## src/rtl/pc_unit_if.sv

```systemverilog
// Fetch-side bundle for pc_unit: stall/redirect/trap requests in, PC and RAS status out.
interface pc_unit_if #(
  parameter int unsigned XLEN      = 32,
  parameter int unsigned RAS_DEPTH = 4
);

  localparam int unsigned CntW = $clog2(RAS_DEPTH + 1);

  logic            stall;
  logic            redirect_valid;
  logic [1:0]      redirect_kind;
  logic [XLEN-1:0] redirect_target;
  logic            trap_valid;
  logic [XLEN-1:0] trap_vector;
  logic [XLEN-1:0] pc_out;
  logic [XLEN-1:0] pc_plus;
  logic            pc_valid;
  logic            misalign_err;
  logic [XLEN-1:0] misalign_addr;
  logic            ras_overflow;
  logic            ras_underflow;
  logic [CntW-1:0] ras_count;

  // Branch/trap logic side: issues requests, observes the PC.
  modport master (
    output stall, redirect_valid, redirect_kind, redirect_target, trap_valid, trap_vector,
    input  pc_out, pc_plus, pc_valid, misalign_err, misalign_addr, ras_overflow,
    input  ras_underflow, ras_count
  );

  // PC unit side.
  modport slave (
    input  stall, redirect_valid, redirect_kind, redirect_target, trap_valid, trap_vector,
    output pc_out, pc_plus, pc_valid, misalign_err, misalign_addr, ras_overflow,
    output ras_underflow, ras_count
  );

endinterface

```

## src/rtl/pc_unit.sv

```systemverilog
// Program counter with stall, jump/call/return redirect, trap redirect, a circular
// return-address stack and misaligned-target rejection.
module pc_unit #(
  parameter int unsigned     XLEN         = 32,
  parameter logic [XLEN-1:0] RESET_VECTOR = '0,
  parameter int unsigned     INSTR_BYTES  = 4,
  parameter int unsigned     RAS_DEPTH    = 4
) (
  input logic          clk,
  input logic          rst,
  pc_unit_if.slave     bus
);

  localparam int unsigned AlignBits = $clog2(INSTR_BYTES);
  localparam int unsigned PtrW      = $clog2(RAS_DEPTH);
  localparam int unsigned CntW      = $clog2(RAS_DEPTH + 1);

  localparam logic [1:0] KindCall = 2'b01;
  localparam logic [1:0] KindRet  = 2'b10;

  logic [XLEN-1:0] pc_q, pc_d;
  logic            valid_q;
  logic            err_q, err_d;
  logic [XLEN-1:0] addr_q, addr_d;
  logic            ovf_q, ovf_d;
  logic            unf_q, unf_d;
  logic [CntW-1:0] cnt_q, cnt_d;
  // ptr_q is the next slot to write; the top of stack is ptr_q - 1 (mod depth).
  logic [PtrW-1:0] ptr_q, ptr_d;
  logic [XLEN-1:0] ras_q [RAS_DEPTH];

  logic            push;
  logic [XLEN-1:0] pc_plus;
  logic [PtrW-1:0] top_idx;
  logic            misaligned;
  logic            is_call;
  logic            is_ret;

  assign pc_plus    = pc_q + XLEN'(INSTR_BYTES);
  assign top_idx    = ptr_q - PtrW'(1);
  assign misaligned = |bus.redirect_target[AlignBits-1:0];
  assign is_call    = (bus.redirect_kind == KindCall);
  assign is_ret     = (bus.redirect_kind == KindRet);

  // Next-PC selection and RAS bookkeeping: trap > redirect > stall > sequential.
  always_comb begin
    pc_d   = pc_q;
    cnt_d  = cnt_q;
    ptr_d  = ptr_q;
    push   = 1'b0;
    err_d  = 1'b0;
    addr_d = addr_q;
    ovf_d  = 1'b0;
    unf_d  = 1'b0;
    if (bus.trap_valid) begin
      pc_d = bus.trap_vector;
    end else if (bus.redirect_valid) begin
      if (is_ret && (cnt_q != '0)) begin
        // Stacked addresses were aligned when pushed, so no check here.
        pc_d  = ras_q[top_idx];
        ptr_d = top_idx;
        cnt_d = cnt_q - CntW'(1);
      end else begin
        // A return on an empty stack reports underflow even if its fallback is rejected.
        unf_d = is_ret;
        if (misaligned) begin
          err_d  = 1'b1;
          addr_d = bus.redirect_target;
        end else begin
          pc_d = bus.redirect_target;
          if (is_call) begin
            push  = 1'b1;
            ptr_d = ptr_q + PtrW'(1);
            if (cnt_q == CntW'(RAS_DEPTH)) begin
              // Full: the write slot already holds the oldest entry, so it is overwritten.
              ovf_d = 1'b1;
            end else begin
              cnt_d = cnt_q + CntW'(1);
            end
          end
        end
      end
    end else if (!bus.stall) begin
      pc_d = pc_plus;
    end
  end

  // Control state register with synchronous reset.
  always_ff @(posedge clk) begin
    if (rst) begin
      pc_q    <= RESET_VECTOR;
      valid_q <= 1'b0;
      err_q   <= 1'b0;
      addr_q  <= '0;
      ovf_q   <= 1'b0;
      unf_q   <= 1'b0;
      cnt_q   <= '0;
      ptr_q   <= '0;
    end else begin
      pc_q    <= pc_d;
      valid_q <= 1'b1;
      err_q   <= err_d;
      addr_q  <= addr_d;
      ovf_q   <= ovf_d;
      unf_q   <= unf_d;
      cnt_q   <= cnt_d;
      ptr_q   <= ptr_d;
    end
  end

  // RAS storage; contents are don't-care after reset since ras_count gates every read.
  always_ff @(posedge clk) begin
    if (!rst && push) begin
      ras_q[ptr_q] <= pc_plus;
    end
  end

  // Output drive.
  always_comb begin
    bus.pc_out        = pc_q;
    bus.pc_plus       = pc_plus;
    bus.pc_valid      = valid_q;
    bus.misalign_err  = err_q;
    bus.misalign_addr = addr_q;
    bus.ras_overflow  = ovf_q;
    bus.ras_underflow = unf_q;
    bus.ras_count     = cnt_q;
  end

endmodule

```

## src/flat_wrapper.sv

```systemverilog
// flat-port wrapper written by rule: the top's interface ports become plain ports
module pc_unit_flat 
#(
  parameter int unsigned     XLEN         = 32,
  parameter logic [XLEN-1:0] RESET_VECTOR = '0,
  parameter int unsigned     INSTR_BYTES  = 4,
  parameter int unsigned     RAS_DEPTH    = 4
)
  (clk, rst, bus_stall, bus_redirect_valid, bus_redirect_kind, bus_redirect_target, bus_trap_valid, bus_trap_vector, bus_pc_out, bus_pc_plus, bus_pc_valid, bus_misalign_err, bus_misalign_addr, bus_ras_overflow, bus_ras_underflow, bus_ras_count);
  pc_unit_if #(.XLEN(XLEN), .RAS_DEPTH(RAS_DEPTH)) bus_i ();
  input logic clk;
  input logic rst;
  input wire logic [$bits(bus_i.stall)-1:0] bus_stall;
  input wire logic [$bits(bus_i.redirect_valid)-1:0] bus_redirect_valid;
  input wire logic [$bits(bus_i.redirect_kind)-1:0] bus_redirect_kind;
  input wire logic [$bits(bus_i.redirect_target)-1:0] bus_redirect_target;
  input wire logic [$bits(bus_i.trap_valid)-1:0] bus_trap_valid;
  input wire logic [$bits(bus_i.trap_vector)-1:0] bus_trap_vector;
  output wire logic [$bits(bus_i.pc_out)-1:0] bus_pc_out;
  output wire logic [$bits(bus_i.pc_plus)-1:0] bus_pc_plus;
  output wire logic [$bits(bus_i.pc_valid)-1:0] bus_pc_valid;
  output wire logic [$bits(bus_i.misalign_err)-1:0] bus_misalign_err;
  output wire logic [$bits(bus_i.misalign_addr)-1:0] bus_misalign_addr;
  output wire logic [$bits(bus_i.ras_overflow)-1:0] bus_ras_overflow;
  output wire logic [$bits(bus_i.ras_underflow)-1:0] bus_ras_underflow;
  output wire logic [$bits(bus_i.ras_count)-1:0] bus_ras_count;
  assign bus_i.stall = bus_stall;
  assign bus_i.redirect_valid = bus_redirect_valid;
  assign bus_i.redirect_kind = bus_redirect_kind;
  assign bus_i.redirect_target = bus_redirect_target;
  assign bus_i.trap_valid = bus_trap_valid;
  assign bus_i.trap_vector = bus_trap_vector;
  assign bus_pc_out = bus_i.pc_out;
  assign bus_pc_plus = bus_i.pc_plus;
  assign bus_pc_valid = bus_i.pc_valid;
  assign bus_misalign_err = bus_i.misalign_err;
  assign bus_misalign_addr = bus_i.misalign_addr;
  assign bus_ras_overflow = bus_i.ras_overflow;
  assign bus_ras_underflow = bus_i.ras_underflow;
  assign bus_ras_count = bus_i.ras_count;
  pc_unit #(.XLEN(XLEN), .RESET_VECTOR(RESET_VECTOR), .INSTR_BYTES(INSTR_BYTES), .RAS_DEPTH(RAS_DEPTH)) u_core (.clk(clk), .rst(rst), .bus(bus_i));
endmodule
```

## config.mk

```make
export PLATFORM = sky130hd
export DESIGN_NAME = pc_unit_flat
export DESIGN_NICKNAME = d
export VERILOG_FILES = /design/src/rtl/pc_unit_if.sv /design/src/rtl/pc_unit.sv /design/src/flat_wrapper.sv
export SDC_FILE = /design/constraint.sdc
export NUM_CORES = 1
export LEC_CHECK = 0
export CAP_MARGIN = 0
export CELL_PAD_IN_SITES_DETAIL_PLACEMENT = 1
export CELL_PAD_IN_SITES_GLOBAL_PLACEMENT = 2
export CORE_UTILIZATION = 34
export DETAILED_ROUTE_END_ITERATION = 7
export GPL_TIMING_DRIVEN = 0
export PLACE_DENSITY_LB_ADDON = 0.1
export SLEW_MARGIN = 30
export SYNTH_ARGS = -nofsm -noshare
export SYNTH_HDL_FRONTEND = slang
export SYNTH_SLANG_ARGS = --single-unit
```

## constraint.sdc

```tcl
create_clock -name clk -period 4.26 [get_ports clk]
set_clock_uncertainty 0.1 [all_clocks]
set_input_delay 1.065 -clock clk [delete_from_list [all_inputs] [get_ports clk]]
set_output_delay 1.065 -clock clk [all_outputs]
set_load 0.05 [all_outputs]
```

==> results of run 1 <==
-- kinds of logic (layout without fill, tap and decap cells) --
kind of cell,after synthesis,in the layout,synth area share (%)
compound gates,150,150,11.4
mux,50,50,10.2
fa+ha+maj,6,6,0.835
xor+xnor,30,30,2.92
flops,201,201,59.0
simple gates,240,240,12.4
buf+inv,74,291,3.26
-- worst max-delay path: stages, from the launching register on --
cell             delay (ns)
dfxtp_1                0.46
ha_1                   0.25
nand3_2                0.24
nor3_2                 0.35
xnor2_1                0.28
clkdlybuf4s50_1        0.89
-- per-layer routing --
metal / share of wire, % / vias to the layer above
met4: 1.8 / 0
met1: 46 / 3637
met5: 0 / -
met2: 46 / 234
met3: 5.9 / 45
li1: - / 3252
-- placed cells by master, fill, tap and decap left out, types with 7 or more instances in the layout --
cell	n
a211oi_1	13
a21oi_1	52
buf_2	8
buf_4	9
clkbuf_1	47
clkbuf_16	23
clkdlybuf4s50_1	149
dfxtp_1	64
dfxtp_2	9
edfxtp_1	128
inv_1	19
mux2_2	12
mux4_2	32
nand2_1	103
nand3_1	26
nand4_1	15
nor2_1	36
nor3_1	7
o21ai_0	18
o32ai_1	9
xnor2_1	13
-- worst paths after layout --
path | from | to | slack (ns) | depth (start not counted)
worst max-delay path | u_core.bus.pc_out[2] | bus_pc_plus[12] | 0.12 | 5
worst min register to register | u_core.bus.misalign_addr[26] | u_core.bus.misalign_addr[26] | 0.35 | 2
worst max register to register | u_core.ptr_q[0] | u_core.bus.pc_out[14] | 0.29 | 13
worst min-delay path | u_core.bus.misalign_addr[26] | u_core.bus.misalign_addr[26] | 0.35 | 2
-- synthesized netlist by cell type (6+ instances only) --
cell type / n
a21oi_1: 52
and2_1: 7
ha_1: 6
nor2_1: 40
xor2_1: 11
dfxtp_1: 73
a211oi_1: 13
o21ai_0: 18
nand2_1: 104
o211ai_1: 6
xnor2_1: 19
nor3_1: 10
a32oi_1: 6
clkbuf_1: 46
buf_2: 6
nor2b_1: 6
and3_1: 6
edfxtp_1: 128
nor4_1: 8
mux4_2: 32
nand4_1: 15
mux2_2: 12
mux2i_1: 6
inv_1: 19
o32ai_1: 9
nand3_1: 28
-- power breakdown --
| group | switching (mW) | leakage [nW] | internal (mW) | total (mW) |
|---|---|---|---|---|
| combinational | 0.491 | 1.97 | 0.253 | 0.744 |
| sequential | 0.0621 | 1.78 | 2.13 | 2.19 |
| clock | 0.824 | 0.345 | 1.10 | 1.92 |
-- flip-flops by register name, indices dropped and copies added (netlist names) --
signal and cells:
u_core.ras_q 128, u_core.bus.misalign_addr 32, u_core.bus.pc_out 32, u_core.bus.ras_count 3, u_core.ptr_q 2, u_core.bus.misalign_err 1, u_core.bus.pc_valid 1, u_core.bus.ras_overflow 1
u_core.bus.ras_underflow 1
-- what timing repair did --
action / CTS / global route
resized for setup: 89 / 28
hold buffers: 0 / 0
pin swaps: 2 / 1
setup buffers: 3 / 2
setup endpoints to repair: 38 / 26
-- final cells by class --
type	instances	share of cell area [%]
clock inverter	11	0.765
clock buffer	31	5.17
sequential	201	43.9
tap	335	3.46
buffer	54	1.88
multi-input combinational	476	29.9
inverter	19	0.590
timing repair buffer	176	14.3
-- through the flow --
step	hold slack, ns	utilization, %	worst slack, ns	TNS [ns]
after floorplan	0.410	-	0.0308	0
after global placement	0.342	42.8	-0.604	-82.01
after detailed placement	0.349	42.9	-0.495	-6.69
after CTS	0.358	46.3	-0.116	-0.159
after global routing	0.373	46.6	0.00181	0
final	0.355	46.6	0.117	0
==> flow_summary.yaml, run 1 <==
yosys:
  syn_area_um2: 8990
  synth-seq-cells: 201
  synth.distinct_cells: 58
  synthFlopType: "edfxtp_1"
  synth_nets: 828
  synth_top_cell_by_area: "edfxtp_1"
  ys_seq_area_share_pct: 59.0
  post-synth-top-area-fraction_pct: 42.7
  yosys_warnings: 0
  ys_async_sr_fraction_pct: 0
  avgSynthCellArea_um2: 12.0
  netlist_instances: 751
  synth_area_leaders: "edfxtp_1, dfxtp_1, mux4_2, nand2_1, a21oi_1"
  synth-edff-count: 128
sta:
  rsz0062_at_grt: "yes"
  slew_violations: 0
  period_minus_slack_ns: 4.14
  fmax_ghz: 0.241
  tightest_slew_ns: 0.904
  finalHoldViolCount: 0
  finalCritPeriodShare_pct: 97.2
  finalSetupViolCount: 0
  slew_headroom_pct: 39.7
power:
  p_leak_nw: 4.10
  total_power_mw: 4.85
  ir_drop_mv: 0.237
  p_per_area_nw_per_um2: 401
detailed_routing:
  via_per_inst: 5.50
  ant_nets: 0
  vias: 7168
  first_pass_iters: 5
  drtIter0Drc: 541
  post_drt_wl_per_cell_um: 24.7
  wl_um: 32200
  drc_errors: 0
floorplan:
  initial_core_util_pct: 34.6
  pin_count: 174
  core-area_um2: 26000
  rows: 59
  fp.dieW_um: 165
  die-area_um2: 27100
  die_h_um: 165
global_route:
  top_usage_layer: "met2"
  grt_util_all_layers_pct: 23.9
  met1_usage_pct: 34.3
  grt_max_degree: 33
  antenna_found_initial: 2
  overflow: 0
  met3_usage_pct: 3.69
  grt_pass1_vias: 7376
  grt_pass1_wl_um: 46800
  use_met2_pct: 38.0
clock_tree:
  clk_path_buf_depth: 3
  cts-root-buf: "clkbuf_16"
  clkSinkCount: 201
  cts_tree: "done"
  clkTransAtPathRegs_ns: 0.06
  cts_buffers: 23
  insertion_delay_ns: 0.52
  htreeDepth: 1
placed_design:
  dpl.cell_count: 1257
  place_hpwl_um: 22800
  port_buffers: 171
  placed_area_um2: 11100
  gp_congestion: 0.822
cells_and_area:
  multi_input_area_um2: 3620
  area_growth_pct: 34.5
  antenna_cells: 0
  fin_cells: 1303
  fin_nets: 1028
  seqCellArea_um2: 5320
  drive_above_1_share_pct: 16.1
  fillers: 2769
  finalInstanceArea_um2: 12100
worst_setup_path:
  critPathMaxFanout: 6
  critPathLaunchType: "flip-flop"
  crit_type: "flip-flop to output pin"
  crit_required_ns: 3.09
  arrival_ns: 2.98
  end_kind: "output pin"
status:
  outcome: "finished clean"
hold_path:
  hold_class: "flip-flop to flip-flop"
job:
  cap_violations: 0
(Power assumes the default switching activity.)
==> inputs of run 2 (changes only) <==
--- a/config.mk
+++ b/config.mk
@@ -9,6 +9,7 @@
 export CELL_PAD_IN_SITES_DETAIL_PLACEMENT = 1
 export CELL_PAD_IN_SITES_GLOBAL_PLACEMENT = 2
 export CORE_UTILIZATION = 34
+export CTS_CLUSTER_DIAMETER = 80
 export DETAILED_ROUTE_END_ITERATION = 7
 export GPL_TIMING_DRIVEN = 0
 export PLACE_DENSITY_LB_ADDON = 0.1
==> results of run 2 <==
No change in the layout: final DEF, timing and power equal those of run 1.
